[config.mk]
export PLATFORM = sky130hd
export DESIGN_NAME = fp_sqrt_unit
export DESIGN_NICKNAME = d
export VERILOG_FILES = /design/src/rtl/fp_sqrt_unit.sv
export SDC_FILE = /design/constraint.sdc
export NUM_CORES = 1
export LEC_CHECK = 0
export ABC_AREA = 1
export BUFFER_PORTS_ARGS = -buffer_cell sky130_fd_sc_hd__buf_2
export CELL_PAD_IN_SITES_DETAIL_PLACEMENT = 0
export CELL_PAD_IN_SITES_GLOBAL_PLACEMENT = 1
export CORE_MARGIN = 2
export CORE_UTILIZATION = 47
export DETAILED_ROUTE_END_ITERATION = 12
export PLACE_DENSITY_LB_ADDON = 0.1
export SLEW_MARGIN = 20
export SYNTH_ARGS = -nofsm -noshare
export SYNTH_HDL_FRONTEND = slang
export SYNTH_SLANG_ARGS = --single-unit
[constraint.sdc]
create_clock -name clk -period 4.1 [get_ports clk]
set_clock_uncertainty 0.05 [all_clocks]
set_input_delay 0.82 -clock clk [delete_from_list [all_inputs] [get_ports clk]]
set_output_delay 0.82 -clock clk [all_outputs]
set_load 0.02 [all_outputs]
[src/rtl/fp_sqrt_unit.sv]
// Iterative restoring square root: {exp, sig} radicand in, {0, exp, root} out, one root bit per cycle.
// Optional macro SQRT_ROUND_EN rounds the root to nearest (saturating) instead of truncating.
module fp_sqrt_unit #(
  parameter int IN_EXP_W  = 9,
  parameter int IN_SIG_W  = 30,
  parameter int OUT_EXP_W = 8,
  parameter int OUT_SIG_W = 15
) (
  input  logic                             clk,
  input  logic                             rst_n,
  input  logic                             in_valid,
  output logic                             in_ready,
  input  logic [IN_EXP_W+IN_SIG_W-1:0]     in_word,
  output logic                             out_valid,
  input  logic                             out_ready,
  output logic [OUT_EXP_W+OUT_SIG_W:0]     out_word,
  output logic                             out_inexact
);

  localparam int REM_W = OUT_SIG_W + 2;
  localparam int CNT_W = $clog2(OUT_SIG_W);

  typedef enum logic [1:0] {IDLE, CALC, DONE} state_e;

  state_e                          state_q;
  logic [IN_SIG_W-1:0]             rad_q;
  logic [REM_W-1:0]                rem_q;
  logic [OUT_SIG_W-1:0]            root_q;
  logic [CNT_W-1:0]                cnt_q;
  logic [OUT_EXP_W-1:0]            exp_q;
  logic                            sticky_q;
  logic                            out_valid_q;
  logic [OUT_EXP_W+OUT_SIG_W:0]    out_word_q;
  logic                            out_inexact_q;

  logic [IN_EXP_W-1:0]  in_exp;
  logic [IN_SIG_W-1:0]  in_sig;
  logic [IN_EXP_W:0]    exp_adj;
  logic [OUT_EXP_W-1:0] exp_cap;
  logic [IN_SIG_W-1:0]  rad_cap;

  // An odd exponent is made even by halving the radicand; the lost LSB becomes sticky.
  always_comb begin
    in_exp  = in_word[IN_EXP_W+IN_SIG_W-1:IN_SIG_W];
    in_sig  = in_word[IN_SIG_W-1:0];
    exp_adj = {1'b0, in_exp} + {{IN_EXP_W{1'b0}}, in_exp[0]};
    exp_cap = OUT_EXP_W'(exp_adj >> 1);
    rad_cap = in_exp[0] ? (in_sig >> 1) : in_sig;
  end

  logic [REM_W+1:0]     num;
  logic [REM_W+1:0]     sub;
  logic                 ge;
  logic [REM_W-1:0]     rem_d;
  logic [OUT_SIG_W-1:0] root_d;
  logic [OUT_SIG_W-1:0] root_fin;

  always_comb begin
    num    = {rem_q, rad_q[IN_SIG_W-1 -: 2]};
    sub    = {2'b00, root_q, 2'b01};
    ge     = (num >= sub);
    rem_d  = ge ? REM_W'(num - sub) : REM_W'(num);
    root_d = {root_q[OUT_SIG_W-2:0], ge};
    root_fin = root_d;
`ifdef SQRT_ROUND_EN
    // Round up when rem > root; an all-ones root stays put rather than wrapping.
    if ((rem_d >= REM_W'(root_d) + REM_W'(1)) && !(&root_d))
      root_fin = root_d + OUT_SIG_W'(1);
`endif
  end

  // FSM with every output registered in the same process.
  always_ff @(posedge clk or negedge rst_n) begin
    if (!rst_n) begin
      state_q       <= IDLE;
      rad_q         <= '0;
      rem_q         <= '0;
      root_q        <= '0;
      cnt_q         <= '0;
      exp_q         <= '0;
      sticky_q      <= 1'b0;
      out_valid_q   <= 1'b0;
      out_word_q    <= '0;
      out_inexact_q <= 1'b0;
    end else begin
      case (state_q)
        IDLE: begin
          if (in_valid) begin
            if (in_sig == '0) begin
              state_q       <= DONE;
              out_valid_q   <= 1'b1;
              out_word_q    <= '0;
              out_inexact_q <= 1'b0;
            end else begin
              state_q  <= CALC;
              rad_q    <= rad_cap;
              rem_q    <= '0;
              root_q   <= '0;
              cnt_q    <= '0;
              exp_q    <= exp_cap;
              sticky_q <= in_exp[0] & in_sig[0];
            end
          end
        end
        CALC: begin
          rem_q  <= rem_d;
          root_q <= root_d;
          rad_q  <= rad_q << 2;
          cnt_q  <= cnt_q + CNT_W'(1);
          if (cnt_q == CNT_W'(OUT_SIG_W - 1)) begin
            state_q       <= DONE;
            out_valid_q   <= 1'b1;
            out_word_q    <= {1'b0, exp_q, root_fin};
            out_inexact_q <= sticky_q | (rem_d != '0);
          end
        end
        DONE: begin
          if (out_ready) begin
            state_q     <= IDLE;
            out_valid_q <= 1'b0;
          end
        end
        default: state_q <= IDLE;
      endcase
    end
  end

  assign in_ready    = (state_q == IDLE);
  assign out_valid   = out_valid_q;
  assign out_word    = out_word_q;
  assign out_inexact = out_inexact_q;

endmodule

==> out/qor.yml <==
status: "completed"
wl_per_cell_um: 14.3
clkSinkCount: 102
multi_input_area_um2: 2800
syn_avg_cell_area_um2: 7.65
p_per_area_nw_per_um2: 864
post-dp-hpwl_um: 10700
hold_class: "flip-flop to flip-flop"
drive_gt1_share_pct: 12.8
grt_remaining_overflow: 0
ioPinCount: 70
clock_latency_ns: 0.35
ant_nets: 0
post_cts_buffers: 0
r2r_slack_ns: 1.27
die_h_um: 116
seq_area_um2: 2550
fin_crit_ns: 2.83
nets: 885
startpoint_type: "flip-flop"
cts_hold_buf: 0
total_leakage_power_uw: 0.00340
end_kind: "flip-flop"
die_width_um: 116
grt_use_total_pct: 22.4
drc_errors: 0
core-area_um2: 12100
placed_area_um2: 6350
worstPathArrival_ns: 3.02
syn_nets: 833
fmax_mhz: 353
setup_viol: 0
n_antenna_cell: 0
worstHoldStart: "out_word[8]"
area.growth.synth_to_final_pct: 12.4
crit_required_ns: 4.29
rows: 40
drtIter0Drc: 312
syn_inst: 770
cts_tree: "yes"
synth_area_um2: 5890
yosysSeqAreaShare_pct: 43.3
via_per_inst: 5.22
crit_type: "flip-flop to flip-flop"
max-slew-margin-rel_pct: 37.5
worstPathMaxFanout: 23
wirelength_um: 14300
yosysWarnings: 0
post-route-cell-area_um2: 6630
ys_ff_latch: 102
timing.rr.start: "rem_q[9]"
cts_resized: 0
die_area_um2: 13500
place_congestion: 0.887
cts_max_path_buffers: 2
synth_edf_count: 0
final.period_utilization_pct: 69.0
r2r_cells: 16
root_buffer: "clkbuf_16"
post-route-util_pct: 54.7
dr_total_vias: 5193
irDropWorstVdd_mv: 0.280
holdPathStages: 2
grt_max_degree: 68
holdPathEnd: "out_word[8]"
cap_violations: 0
nFillCells: 1226
grt_pass1_vias: 4925
worstReg2RegEnd: "out_inexact"
hold_violations: 0
start_util_pct: 48.7
dr.pass1.iters: 5
cts-buffers-inserted: 9
worst_slew_pin_slew_ns: 0.936
async_reset_ff_share_pct: 100
io_buffers: 68
tns_ns: 0
clk_pin_slew_ns: 0.07
synth_flop_cell: "dfrtp_1"
rsz0062_at_grt: "false"
ys_types: 39
grt_pass1_wl_um: 23700
drv_slew: 0
antenna_found_initial: 0
cts.htree.levels: 3
how the worst max path moves through the flow:
stage | from | to | slack (ns) | cells past startpoint
finish | rem_q[9] | out_inexact | 1.27 | 16
floorplan | rem_q[6] | out_inexact | 1.93 | 18
global route | root_q[10] | out_inexact | 1.01 | 17
global placement | rem_q[9] | out_inexact | 1.24 | 16
detailed placement | in_word[1] | rad_q[29] | 1.18 | 9
CTS | rem_q[9] | out_inexact | 1.29 | 16
flip-flops by register name, summed over array words and instances, names as in the netlist:
signal / cells
cnt_q: 4
exp_q: 8
out_inexact: 1
out_valid: 1
out_word: 23
rad_q: 30
rem_q: 17
root_q: 15
state_q: 2
sticky_q: 1
per-layer routing:
metal	track usage, %	vias to the layer above	wire length (um)
met5	0	-	0
met4	6.27	0	232
met3	3.29	19	410
met2	37.2	77	6820
met1	30.7	2452	6800
li1	-	2645	-
cell usage after synthesis, types with 2 or more instances:
master	count	area share, %
a22o_1	10	1.5
o21ai_0	93	7.9
ha_1	20	4.2
buf_6	2	0.38
mux2i_1	2	0.34
nand2_2	2	0.21
o21ai_1	4	0.34
o211ai_1	28	3.6
nor3_1	4	0.34
inv_2	2	0.13
nor2_2	4	0.42
nor4_1	2	0.21
nand3_2	2	0.34
o31ai_1	14	1.8
xnor2_1	3	0.45
dfrtp_1	102	43
buf_2	2	0.17
inv_1	102	6.5
o22ai_1	16	1.7
nand3b_1	2	0.25
xor2_1	11	1.6
nand3_1	40	3.4
a21oi_1	17	1.4
nor2_1	27	1.7
clkbuf_1	28	1.8
nand4_1	8	0.85
nand2_1	211	13
area by class of cell:
type                    count  share of cell area [%]
multi-input cells         529                    42.3
flip-flops and latches    102                    38.5
repair buffers             75                    5.97
inverters                 105                    5.95
clock buffers              11                    3.51
well taps                 168                    3.17
clock inverters             5                   0.623
worst max-delay path, cell delays in order, from the launching register on:
cell	delay [ns]
dfrtp_1	0.43
ha_1	0.41
nand2_1	0.11
nor2_1	0.17
inv_1	0.09
nor3_2	0.17
nand2_2	0.21
nand2_4	0.31
inv_1	0.14
nand2_1	0.08
nand2_1	0.07
inv_1	0.08
nand3_1	0.10
nor2_1	0.10
nand3_1	0.09
nand2_1	0.07
nand2_1	0.05
cell usage in the layout, fill, tap and decap left out, types with 8 or more instances in the layout:
master / count
nand4_1: 8
buf_2: 67
o22ai_1: 16
a21oi_1: 17
a22o_1: 10
o21ai_0: 93
o211ai_1: 28
buf_4: 8
ha_1: 20
dfrtp_1: 102
clkbuf_16: 9
nor2_1: 27
o31ai_1: 14
nand3_1: 40
inv_1: 101
nand2_1: 210
xor2_1: 11
where the power goes:
group / internal (uW) / switching (uW) / leakage (uW)
clock: 419 / 380 / 0.000132
combinational: 1100 / 2240 / 0.00194
sequential: 1370 / 217 / 0.00133
logic make-up after synthesis:
| family | after synthesis | share of synthesized area, % |
|---|---|---|
| fa+ha+maj | 20 | 4.25 |
| xor+xnor | 14 | 2.08 |
| flops | 102 | 43.3 |
| other cells | 1 | 0.0636 |
| buf+inv | 139 | 9.21 |
| mux | 2 | 0.340 |
| compound gates | 184 | 18.5 |
| simple gates | 308 | 22.3 |
per-stage QoR:
step	total power, uW	worst slack, ns	hold slack (ns)	instances
after floorplan	4130	1.93	0.398	770
after global placement	4880	1.24	0.410	979
after detailed placement	4930	1.18	0.417	979
after CTS	5750	1.29	0.435	995
after global routing	6330	1.01	0.457	995
final	5730	1.27	0.433	995
Note: power is estimated with default switching activity, not from simulation.
